==> config.mk <==
export PLATFORM = sky130hd
export DESIGN_NAME = bus_arbiter_2m
export DESIGN_NICKNAME = d
export VERILOG_FILES = /design/src/rtl/bus_arbiter_2m.sv
export SDC_FILE = /design/constraint.sdc
export NUM_CORES = 1
export LEC_CHECK = 0
export ABC_AREA = 1
export ABC_CLOCK_PERIOD_IN_PS = 2000
export CAP_MARGIN = 20
export CORE_AREA = 2 2 109 111
export CTS_CLUSTER_SIZE = 8
export DETAILED_ROUTE_END_ITERATION = 10
export DIE_AREA = 0 0 111 113
export DONT_BUFFER_PORTS = 1
export PLACE_DENSITY = 0.58
export SLEW_MARGIN = 15
export SYNTH_ARGS = -nofsm -noshare
export SYNTH_HDL_FRONTEND = slang
export SYNTH_SLANG_ARGS = --single-unit
==> constraint.sdc <==
create_clock -name clk -period 2 [get_ports clk]
set_input_delay 0.6 -clock clk [delete_from_list [all_inputs] [get_ports clk]]
set_output_delay 0.6 -clock clk [all_outputs]
set_load 0.1 [all_outputs]
==> src/rtl/bus_arbiter_2m.sv <==
// Round-robin arbiter letting two bus masters share one memory slave, one
// outstanding transaction at a time, with a timeout that answers a hung access.
module bus_arbiter_2m #(
    parameter int unsigned MEM_DEPTH  = 64,
    parameter int unsigned DATA_WIDTH = 32,
    parameter int unsigned TIMEOUT    = 16,
    localparam int unsigned ADDR_WIDTH = $clog2(MEM_DEPTH)
) (
    input  logic                  clk,
    input  logic                  reset,

    input  logic                  m0_req_valid,
    input  logic [ADDR_WIDTH-1:0] m0_addr,
    input  logic                  m0_we,
    input  logic [DATA_WIDTH-1:0] m0_wdata,
    output logic [DATA_WIDTH-1:0] m0_rdata,
    output logic                  m0_data_valid,
    output logic                  m0_err,

    input  logic                  m1_req_valid,
    input  logic [ADDR_WIDTH-1:0] m1_addr,
    input  logic                  m1_we,
    input  logic [DATA_WIDTH-1:0] m1_wdata,
    output logic [DATA_WIDTH-1:0] m1_rdata,
    output logic                  m1_data_valid,
    output logic                  m1_err,

    output logic                  mem_req_valid,
    output logic [ADDR_WIDTH-1:0] mem_addr,
    output logic                  mem_we,
    output logic [DATA_WIDTH-1:0] mem_wdata,
    input  logic [DATA_WIDTH-1:0] mem_rdata,
    input  logic                  mem_data_valid
);

    localparam int unsigned CNT_W = 8;
    localparam logic [CNT_W-1:0] CNT_LAST = CNT_W'(TIMEOUT - 1);

    typedef enum logic [1:0] {
        ST_IDLE = 2'd0,
        ST_BUSY = 2'd1,
        ST_DONE = 2'd2
    } state_e;

    state_e                state_q, state_d;
    logic                  grant_q, grant_d;
    logic                  last_grant_q, last_grant_d;
    logic [CNT_W-1:0]      cnt_q, cnt_d;

    logic                  mem_req_valid_q, mem_req_valid_d;
    logic [ADDR_WIDTH-1:0] mem_addr_q, mem_addr_d;
    logic                  mem_we_q, mem_we_d;
    logic [DATA_WIDTH-1:0] mem_wdata_q, mem_wdata_d;

    logic [DATA_WIDTH-1:0] m0_rdata_q, m0_rdata_d;
    logic                  m0_data_valid_q, m0_data_valid_d;
    logic                  m0_err_q, m0_err_d;
    logic [DATA_WIDTH-1:0] m1_rdata_q, m1_rdata_d;
    logic                  m1_data_valid_q, m1_data_valid_d;
    logic                  m1_err_q, m1_err_d;

    logic                  sel;
    logic                  finish;
    logic                  timed_out;

    // Next-state and output computation
    always_comb begin
        state_d         = state_q;
        grant_d         = grant_q;
        last_grant_d    = last_grant_q;
        cnt_d           = cnt_q;
        mem_req_valid_d = mem_req_valid_q;
        mem_addr_d      = mem_addr_q;
        mem_we_d        = mem_we_q;
        mem_wdata_d     = mem_wdata_q;
        m0_rdata_d      = m0_rdata_q;
        m0_data_valid_d = 1'b0;
        m0_err_d        = 1'b0;
        m1_rdata_d      = m1_rdata_q;
        m1_data_valid_d = 1'b0;
        m1_err_d        = 1'b0;
        sel             = 1'b0;
        finish          = 1'b0;
        timed_out       = 1'b0;

        unique case (state_q)
            ST_IDLE: begin
                if (m0_req_valid || m1_req_valid) begin
                    // On a tie the master that did not win last time gets the bus
                    sel             = (m0_req_valid && m1_req_valid) ? ~last_grant_q
                                                                     : m1_req_valid;
                    grant_d         = sel;
                    last_grant_d    = sel;
                    cnt_d           = '0;
                    mem_req_valid_d = 1'b1;
                    mem_addr_d      = sel ? m1_addr  : m0_addr;
                    mem_we_d        = sel ? m1_we    : m0_we;
                    mem_wdata_d     = sel ? m1_wdata : m0_wdata;
                    state_d         = ST_BUSY;
                end
            end

            ST_BUSY: begin
                // A response landing on the timeout cycle still counts as data
                if (mem_data_valid) begin
                    finish = 1'b1;
                end else if (cnt_q == CNT_LAST) begin
                    finish    = 1'b1;
                    timed_out = 1'b1;
                end else begin
                    cnt_d = cnt_q + CNT_W'(1);
                end

                if (finish) begin
                    cnt_d           = '0;
                    mem_req_valid_d = 1'b0;
                    state_d         = ST_DONE;
                    if (grant_q) begin
                        m1_rdata_d      = timed_out ? '0 : mem_rdata;
                        m1_data_valid_d = 1'b1;
                        m1_err_d        = timed_out;
                    end else begin
                        m0_rdata_d      = timed_out ? '0 : mem_rdata;
                        m0_data_valid_d = 1'b1;
                        m0_err_d        = timed_out;
                    end
                end
            end

            ST_DONE: begin
                state_d = ST_IDLE;
            end

            default: begin
                state_d = ST_IDLE;
            end
        endcase
    end

    // State and output registers
    always_ff @(posedge clk) begin
        if (reset) begin
            state_q         <= ST_IDLE;
            grant_q         <= 1'b0;
            last_grant_q    <= 1'b1;
            cnt_q           <= '0;
            mem_req_valid_q <= 1'b0;
            mem_addr_q      <= '0;
            mem_we_q        <= 1'b0;
            mem_wdata_q     <= '0;
            m0_rdata_q      <= '0;
            m0_data_valid_q <= 1'b0;
            m0_err_q        <= 1'b0;
            m1_rdata_q      <= '0;
            m1_data_valid_q <= 1'b0;
            m1_err_q        <= 1'b0;
        end else begin
            state_q         <= state_d;
            grant_q         <= grant_d;
            last_grant_q    <= last_grant_d;
            cnt_q           <= cnt_d;
            mem_req_valid_q <= mem_req_valid_d;
            mem_addr_q      <= mem_addr_d;
            mem_we_q        <= mem_we_d;
            mem_wdata_q     <= mem_wdata_d;
            m0_rdata_q      <= m0_rdata_d;
            m0_data_valid_q <= m0_data_valid_d;
            m0_err_q        <= m0_err_d;
            m1_rdata_q      <= m1_rdata_d;
            m1_data_valid_q <= m1_data_valid_d;
            m1_err_q        <= m1_err_d;
        end
    end

    assign mem_req_valid = mem_req_valid_q;
    assign mem_addr      = mem_addr_q;
    assign mem_we        = mem_we_q;
    assign mem_wdata     = mem_wdata_q;
    assign m0_rdata      = m0_rdata_q;
    assign m0_data_valid = m0_data_valid_q;
    assign m0_err        = m0_err_q;
    assign m1_rdata      = m1_rdata_q;
    assign m1_data_valid = m1_data_valid_q;
    assign m1_err        = m1_err_q;

endmodule
==> results of run 1 <==
## flip-flops by register name (all words and copies together) (netlist names), 2 cells and up
| name | cells |
|---|---|
| mem_wdata | 32 |
| m1_rdata | 32 |
| mem_addr | 6 |
| state_q | 2 |
| cnt_q | 8 |
| m0_rdata | 32 |
## synth_stat cells (all sizes together)
library cell,instances,area share
o21ai,44,0.042
a31oi,39,0.047
nand2,233,0.17
ha,1,0.0024
inv,112,0.080
nand3,10,0.014
nand4,2,0.0024
o22ai,1,0.0012
nor2,178,0.13
xor2,1,0.0017
clkbuf,26,0.019
nor3,3,0.0050
buf,18,0.020
o21bai,1,0.0036
nor3b,1,0.0014
dfxtp,120,0.46
xnor2,1,0.0017
a21oi,2,0.0019
## worst paths after layout
kind / from / endpoint / slack (ns) / cells after the start
hold reg to reg: last_grant_q$_SDFFE_PP1P_ / last_grant_q$_SDFFE_PP1P_ / 0.46 / 2
hold / removal: reset / grant_q$_SDFFE_PP0P_ / 0.26 / 1
setup reg to reg: cnt_q[0]$_SDFFE_PP0P_ / m0_rdata[29]$_SDFFE_PP0P_ / 0.38 / 7
setup / recovery: m1_rdata[26]$_SDFFE_PP0P_ / m1_rdata[26] / 0.36 / 1
## where the power goes
group          internal (mW)  switching [mW]
sequential              2.58          0.0581
clock                   1.72           0.968
combinational          0.422            1.78
## cell type report
| cell class | instances | area (um^2) |
|---|---|---|
| sequential | 120 | 2400 |
| fill | 1096 | 4590 |
| multi-input combinational | 517 | 2200 |
| tap | 143 | 179 |
| inverter | 112 | 422 |
| clock inverter | 3 | 15.0 |
| timing repair buffer | 120 | 951 |
| clock buffer | 27 | 513 |
## logic make-up (layout without fill, tap and decap cells)
| kind of cell | count (synthesis) | in the layout | synth area share |
|---|---|---|---|
| and+or+nand+nor | 427 | 427 | 0.319 |
| xor gates and xnor gates | 2 | 2 | 0.00335 |
| AOI/OAI and AO/OA | 87 | 87 | 0.0956 |
| DFF | 120 | 120 | 0.460 |
| buffers and inverters | 156 | 262 | 0.120 |
| adders and majority gates | 1 | 1 | 0.00240 |
## layer usage
metal / wire length, um / vias up / GRT usage
met4: 302 / 0 / 0.0967
met1: 5610 / 2173 / 0.245
met2: 6230 / 175 / 0.361
met5: 0 / - / 0
li1: - / 2585 / -
met3: 1020 / 22 / 0.0745
==> flow_metrics.env, run 1 <==
export IMPL_start_util=0.463
export IMPL_io_pins=223
export IMPL_syn_to_final_growth_pct=28.0
export IMPL_power_density_nw_per_um2=1130
export IMPL_chipHeight_um=113
export IMPL_post_cts_buffers=0
export IMPL_grt_pass1_vias=4739
export IMPL_cpMaxStageDelayCell="dfxtp_1"
export IMPL_drive_above_1_share=0.170
export IMPL_drt_first_iter_violations=328
export IMPL_hold_worst_slack_ns=0.260
export IMPL_grt_overflow_total=0
export IMPL_path_max_fanout=2
export IMPL_grt_max_degree=82
export IMPL_die_area_um2=12500
export IMPL_cts_buffers_inserted=17
export IMPL_dp_hpwl_um=9350
export IMPL_antenna_found_initial=0
export IMPL_crit_buf_inv=1
export IMPL_ctsRootBufferMaster="clkbuf_16"
export IMPL_dp_cells=1012
export IMPL_setup_viol=0
export IMPL_routed_wl_um=13200
export IMPL_via_per_inst=4.76
export IMPL_synth_seq_cells=120
export IMPL_drc_errors=0
export IMPL_irDropWorstVdd_v=0.000761
export IMPL_coreArea_um2=11300
export IMPL_synthesis_nets=909
export IMPL_cp_end_kind="output pin"
export IMPL_fin_ws_ns=0.358
export IMPL_timing_critical_path_cells="buf_4"
export IMPL_yosysWarnings=0
export IMPL_period_minus_slack_ns=1.64
export IMPL_synth_cell_types=24
export IMPL_leakagePower_nw=3.51
export IMPL_finalMaxSlewViolations=0
export IMPL_tightest_slew_ns=0.393
export IMPL_hold_viol=0
export IMPL_finalClockSkew_ns=0.00772
export IMPL_netlist_area_um2=5220
export IMPL_vias=4955
export IMPL_post_place_ws_ns=0.391
export IMPL_io_buffers=0
export IMPL_tns_ns=0
export IMPL_die_w_um=111
export IMPL_final_cell_mix="nand2_1 (232), nor2_1 (177), dfxtp_1 (120)"
export IMPL_criticalPathCategory="reg -> out"
export IMPL_final_nets=1004
export IMPL_placed_area_um2=6160
export IMPL_fin_area_um2=6690
export IMPL_cp_arrival_ns=1.04
export IMPL_worstPathRequired_ns=1.40
export IMPL_outcome="complete, no violations"
export IMPL_rsz0062_at_grt="false"
export IMPL_cts_buffer_depth=2
export IMPL_ctsResizeCount=0
export IMPL_cpLargestDelayFamily="flip-flops"
export IMPL_finalPower_mw=7.53
export IMPL_dr_pass1_iters=4
export IMPL_fin_util=0.593
export IMPL_layout_commonest_cell="nand2_1"
export IMPL_clk_pin_slew_ns=0.05
export IMPL_cts_sinks=120
export IMPL_yosysSeqAreaShare=0.460
export IMPL_cpPeakStageDelay_ns=0.33
export IMPL_start_kind="flop"
export IMPL_drtAntennaViolNets=0
export IMPL_relSlewSlack=0.738
export IMPL_insertion_delay_ns=0.41
export IMPL_drv_cap=0
export IMPL_syn_area_per_cell_um2=6.59
export IMPL_cts_tree="done"
export IMPL_grt_pass1_wl_um=21700
export IMPL_grt_usage=0.214
export IMPL_ctsHoldBuffers=0
export IMPL_hp_class="in -> reg"
export IMPL_fmax_mhz=609
export IMPL_final_cells=1042
export IMPL_antenna_cells=0
export IMPL_htreeDepth=4
export IMPL_synth_cells=793
export IMPL_std_cell_rows=39
export IMPL_fin_crit_sh=0.821
export IMPL_place_gp_congestion=0.835
export IMPL_wl_per_cell_um=12.6
Power figures use the tool's default switching activity.
==> inputs of run 2 (changes only) <==
- ABC_CLOCK_PERIOD_IN_PS: 2000 -> 1610
- clock period: 2 -> 1.61 ns (I/O delays scaled with it)
==> run 2 against run 1 <==
Against the previous run:
- worst hold slack worse by 0.12 ns
- sequential share of layout area is 0.59 points lower
- sequential power is 25% higher
- first-iteration DRC count is 17% lower
- flip-flop and latch count stayed put
- core utilization is 1.1 points higher
- clock power is 26% higher
- final cell count is 0.38% higher
- largest power group unchanged
- highest routed layer unchanged
==> flow_metrics.env, run 2 (synthesis gave the netlist of run 1 again) <==
export IMPL_outcome="complete, no violations"
export IMPL_cts_buffers_inserted=17
export IMPL_timing_critical_path_cells="buf_4"
export IMPL_syn_to_final_growth_pct=30.3
export IMPL_hold_worst_slack_ns=0.144
export IMPL_power_density_nw_per_um2=1380
export IMPL_irDropWorstVdd_v=0.000808
export IMPL_drtAntennaViolNets=0
export IMPL_cts_tree="done"
export IMPL_ctsHoldBuffers=0
export IMPL_worstPathRequired_ns=1.13
export IMPL_tns_ns=0
export IMPL_drive_above_1_share=0.181
export IMPL_cpLargestDelayFamily="flip-flops"
export IMPL_wl_per_cell_um=12.8
export IMPL_htreeDepth=4
export IMPL_cts_sinks=120
export IMPL_place_gp_congestion=0.805
export IMPL_grt_usage=0.213
export IMPL_finalClockSkew_ns=0.00817
export IMPL_cp_arrival_ns=1.04
export IMPL_cpPeakStageDelay_ns=0.34
export IMPL_finalMaxSlewViolations=0
export IMPL_drv_cap=0
export IMPL_setup_viol=0
export IMPL_insertion_delay_ns=0.41
export IMPL_cts_buffer_depth=2
export IMPL_ctsRootBufferMaster="clkbuf_16"
export IMPL_drt_first_iter_violations=271
export IMPL_grt_pass1_vias=4655
export IMPL_fin_util=0.604
export IMPL_chipHeight_um=113
export IMPL_dr_pass1_iters=4
export IMPL_drc_errors=0
export IMPL_crit_buf_inv=1
export IMPL_leakagePower_nw=3.56
export IMPL_tightest_slew_ns=0.388
export IMPL_coreArea_um2=11300
export IMPL_period_minus_slack_ns=1.52
export IMPL_post_place_ws_ns=0.0591
export IMPL_criticalPathCategory="reg -> out"
export IMPL_hold_viol=0
export IMPL_die_area_um2=12500
export IMPL_dp_hpwl_um=9280
export IMPL_routed_wl_um=13400
export IMPL_antenna_cells=0
export IMPL_grt_max_degree=82
export IMPL_layout_commonest_cell="nand2_1"
export IMPL_std_cell_rows=39
export IMPL_clk_pin_slew_ns=0.05
export IMPL_antenna_found_initial=0
export IMPL_fin_crit_sh=0.946
export IMPL_path_max_fanout=2
export IMPL_grt_overflow_total=0
export IMPL_fin_ws_ns=0.0862
export IMPL_start_util=0.463
export IMPL_vias=4984
export IMPL_relSlewSlack=0.741
export IMPL_cpMaxStageDelayCell="dfxtp_1"
export IMPL_io_buffers=0
export IMPL_grt_pass1_wl_um=21500
export IMPL_rsz0062_at_grt="false"
export IMPL_cp_end_kind="output pin"
export IMPL_io_pins=223
export IMPL_start_kind="flop"
export IMPL_final_nets=1009
export IMPL_fmax_mhz=656
export IMPL_final_cell_mix="nand2_1 (231), nor2_1 (177), dfxtp_1 (118)"
export IMPL_hp_class="in -> reg"
export IMPL_die_w_um=111
export IMPL_via_per_inst=4.76
-- run 2: cell types whose count changed in the layout (fill, tap and decap cells not counted) --
| cell | previous run | this run |
|---|---|---|
| clkbuf_8 | 5 | 6 |
| nand2_2 | 1 | 2 |
| buf_12 | 4 | 6 |
| clkbuf_1 | 5 | 3 |
| clkbuf_16 | 17 | 18 |
| dfxtp_1 | 120 | 118 |
| ha_1 | 1 | 0 |
| buf_8 | 0 | 2 |
| dfxtp_2 | 0 | 2 |
| ha_4 | 0 | 1 |
| nand2_1 | 232 | 231 |
-- run 2: final cells by class --
cell class / count / area, um^2
Inverter: 112 / 422
Clock buffer: 26 / 519
Fill cell: 1037 / 4470
Clock inverter: 3 / 15.0
Multi-Input combinational cell: 517 / 2220
Tap cell: 143 / 179
Sequential cell: 120 / 2400
Timing Repair Buffer: 125 / 1050
-- run 2: final timing paths --
check                                   from                   endpoint  slack [ns]  cells past startpoint
setup / recovery  mem_req_valid$_SDFFE_PP0P_              mem_req_valid        0.09                      1
hold / removal                         reset       grant_q$_SDFFE_PP0P_        0.14                      1
setup reg to reg       cnt_q[0]$_SDFFE_PP0P_   m1_rdata[5]$_SDFFE_PP0P_        0.10                      8
hold reg to reg    last_grant_q$_SDFFE_PP1P_  last_grant_q$_SDFFE_PP1P_        0.47                      2
-- run 2: per-layer routing --
metal	wire, um	vias up	track usage	share of wire
met5	0	-	0	0
met4	208	0	0.0867	0.015
met3	1200	20	0.0889	0.089
met2	6630	182	0.371	0.49
met1	5390	2189	0.230	0.40
li1	-	2593	-	-
-- run 2: through the flow --
step / power (mW) / cell area [um^2] / instances
after global routing: 9.78 / 6800 / 1046
after floorplan: 5.55 / 5220 / 793
after global placement: 6.05 / 6200 / 1014
final: 9.42 / 6800 / 1046
after detailed placement: 6.09 / 6200 / 1014
after CTS: 9.50 / 6730 / 1043
-- run 2: worst register-to-register path, delay by kind of cell, from the launching register on --
kind | cells | cell delay, ns
and+or+nand+nor | 5 | 0.56
DFF | 1 | 0.36
buffers and inverters | 2 | 0.31
adders and majority gates | 1 | 0.16
-- run 2: what timing repair did --
| item | in CTS | in global routing |
|---|---|---|
| setup endpoints to repair | 0 | 64 |
| resized for setup | 0 | 9 |
| setup buffers | 0 | 2 |
-- run 2: where the power goes --
group / internal [mW] / switching, mW / total (mW)
logic: 0.538 / 2.20 / 2.74
clock network: 2.17 / 1.22 / 3.39
registers: 3.21 / 0.0773 / 3.29
==> inputs of run 3 (changes only) <==
- ABC_AREA: 1 -> default
- CORE_AREA: 2 2 109 111 -> 2 2 102 104
- DIE_AREA: 0 0 111 113 -> 0 0 104 106
==> run 3 against run 2 <==
Against the previous run:
- clock skew rose by 0.0030 ns
- count of clock-buffer cells in the layout fell by 9
- sequential share of layout area rose by 0.14 points
- critical path depth did not move
- final cell count fell by 36%
- fmax fell by 4.3%
- worst hold slack got worse by 0.087 ns
- register-to-register slack got worse by 0.04 ns
- total power fell by 3.0%
- synthesized area fell by 13%
- critical path type unchanged
- largest cell class unchanged
==> flow_metrics.env, run 3 <==
export IMPL_setup_viol=0
export IMPL_insertion_delay_ns=0.51
export IMPL_drive_above_1_share=0.356
export IMPL_placed_area_um2=5530
export IMPL_dp_cells=629
export IMPL_synthArstFlopShare=0
export IMPL_drt_first_iter_violations=166
export IMPL_cts_sinks=120
export IMPL_final_cell_mix="dfxtp_1 (107), buf_6 (68), a32o_1 (64)"
export IMPL_cts_buffer_depth=2
export IMPL_die_w_um=104
export IMPL_finalMaxSlewViolations=0
export IMPL_die_area_um2=11000
export IMPL_dp_hpwl_um=7810
export IMPL_fin_ws_ns=0.0185
export IMPL_io_buffers=0
export IMPL_yosysWarnings=0
export IMPL_syn_area_per_cell_um2=11.2
export IMPL_cts_buffers_inserted=17
export IMPL_coreArea_um2=10000
export IMPL_cpMaxStageDelayCell="dfxtp_1"
export IMPL_ctsHoldBuffers=0
export IMPL_grt_overflow_total=0
export IMPL_drv_cap=0
export IMPL_cp_end_kind="output pin"
export IMPL_chipHeight_um=106
export IMPL_leakagePower_nw=2.66
export IMPL_cp_arrival_ns=1.11
export IMPL_ctsRootBufferMaster="clkbuf_8"
export IMPL_tightest_slew_ns=0.405
export IMPL_synthTopCellsByCount="dfxtp_1 (120), a32o_1 (64), nor2_1 (45), a211oi_1 (39), mux2i_1 (39)"
export IMPL_cpPeakStageDelay_ns=0.40
export IMPL_antenna_found_initial=0
export IMPL_drtAntennaViolNets=0
export IMPL_irDropWorstVdd_v=0.000795
export IMPL_grt_pass1_wl_um=18200
export IMPL_grt_usage=0.207
export IMPL_worstPathRequired_ns=1.13
export IMPL_synth_seq_cells=120
export IMPL_relSlewSlack=0.728
export IMPL_io_pins=223
export IMPL_cpLargestDelayFamily="flip-flops"
export IMPL_yosysTopAreaCell="dfxtp_1"
export IMPL_period_minus_slack_ns=1.59
export IMPL_criticalPathCategory="reg -> out"
export IMPL_start_kind="flop"
export IMPL_syn_to_final_growth_pct=49.9
export IMPL_vias=3752
export IMPL_synth_cells=407
export IMPL_dr_pass1_iters=4
export IMPL_finalClockSkew_ns=0.0112
export IMPL_crit_buf_inv=1
export IMPL_synthDominantCellAreaShare=0.528
export IMPL_synth_edff_count=0
export IMPL_synth_area_leaders="dfxtp_1 (53%), a32o_1 (14%), mux2i_1 (8.6%), a211oi_1 (6.4%), nor2_1 (3.7%)"
export IMPL_fin_area_um2=6820
export IMPL_final_cells=667
export IMPL_fin_crit_sh=0.989
export IMPL_antenna_cells=0
export IMPL_synthesis_nets=523
export IMPL_synth_cell_types=37
export IMPL_wl_per_cell_um=18.2
export IMPL_post_place_ws_ns=0.0394
export IMPL_fmax_mhz=628
export IMPL_layout_commonest_cell="dfxtp_1"
export IMPL_outcome="complete, no violations"
export IMPL_synth_top_flop_cell="dfxtp_1"
export IMPL_hold_viol=0
export IMPL_start_util=0.455
export IMPL_via_per_inst=5.63
export IMPL_finalPower_mw=9.13
export IMPL_place_gp_congestion=0.758
export IMPL_final_nets=634
export IMPL_timing_critical_path_cells="buf_12"
export IMPL_std_cell_rows=37
export IMPL_grt_max_degree=79
export IMPL_hp_class="in -> reg"
export IMPL_clk_pin_slew_ns=0.06
export IMPL_cts_tree="done"
export IMPL_netlist_area_um2=4550
export IMPL_routed_wl_um=12100
export IMPL_yosysSeqAreaShare=0.528
export IMPL_htreeDepth=4
export IMPL_drc_errors=0
export IMPL_yosysMostFrequentCell="dfxtp_1"
export IMPL_power_density_nw_per_um2=1340
export IMPL_path_max_fanout=2
export IMPL_grt_pass1_vias=3724
## run 3: cell count changes in the layout (fill, tap and decap cells not counted), sizes merged, moves of 39 or more
cell	previous run	this run
nand2	233	6
o21ai	44	3
mux2i	0	39
a32o	0	64
nor2	178	46
inv	111	5
a211oi	0	39
## run 3: cell type report
| class | instances | area (um^2) |
|---|---|---|
| Sequential cell | 120 | 2420 |
| Timing Repair Buffer | 132 | 1760 |
| Multi-Input combinational cell | 245 | 1940 |
| Tap cell | 136 | 170 |
| Fill cell | 773 | 3180 |
| Inverter | 2 | 7.51 |
| Clock inverter | 15 | 105 |
| Clock buffer | 17 | 414 |
## run 3: logic make-up after synthesis
family,share of synthesized area
adders and majority gates,0.00275
AOI/OAI and AO/OA,0.235
xor gates and xnor gates,0.00963
buffers and inverters,0.0506
DFF,0.528
and+or+nand+nor,0.0883
muxes,0.0858
## run 3: power by group
group | total (mW) | internal [mW] | switching (mW) | leakage [nW]
Sequential | 3.30 | 3.17 | 0.123 | 0.986
Clock | 3.26 | 1.88 | 1.37 | 0.243
Combinational | 2.58 | 0.725 | 1.85 | 1.43
## run 3: stage by stage
stage          setup TNS [ns]   util  hold slack, ns
2_1_floorplan               0      -           0.459
3_3_place_gp                0  0.553           0.447
3_5_place_dp                0  0.553           0.456
4_1_cts                     0  0.645          0.0251
5_1_grt               -0.0841  0.682          0.0249
6_report                    0  0.682          0.0565
## run 3: routing by layer
metal	share of wire	vias up	track usage
li1	-	1799	-
met1	0.39	1775	0.234
met2	0.52	168	0.365
met3	0.076	10	0.0656
met4	0.0099	0	0.0792
met5	0	-	0
## run 3: worst paths after layout
path / start / end / slack, ns / cells after the start
max: m1_rdata[3]$_SDFFE_PP0P_ / m1_rdata[3] / 0.02 / 1
min: mem_data_valid / m0_err$_SDFF_PP0_ / 0.06 / 1
max reg2reg: cnt_q[1]$_SDFFE_PP0P_ / m0_rdata[5]$_SDFFE_PP0P_ / 0.06 / 7
min reg2reg: m1_rdata[7]$_SDFFE_PP0P_ / m1_rdata[7]$_SDFFE_PP0P_ / 0.49 / 1
## run 3: repair_timing
action,in CTS,in global routing
hold endpoints to repair,0,0
resized for setup,107,76
buffers inserted,0,3
setup endpoints to repair,97,111
gates cloned,0,3
pin swaps,0,2
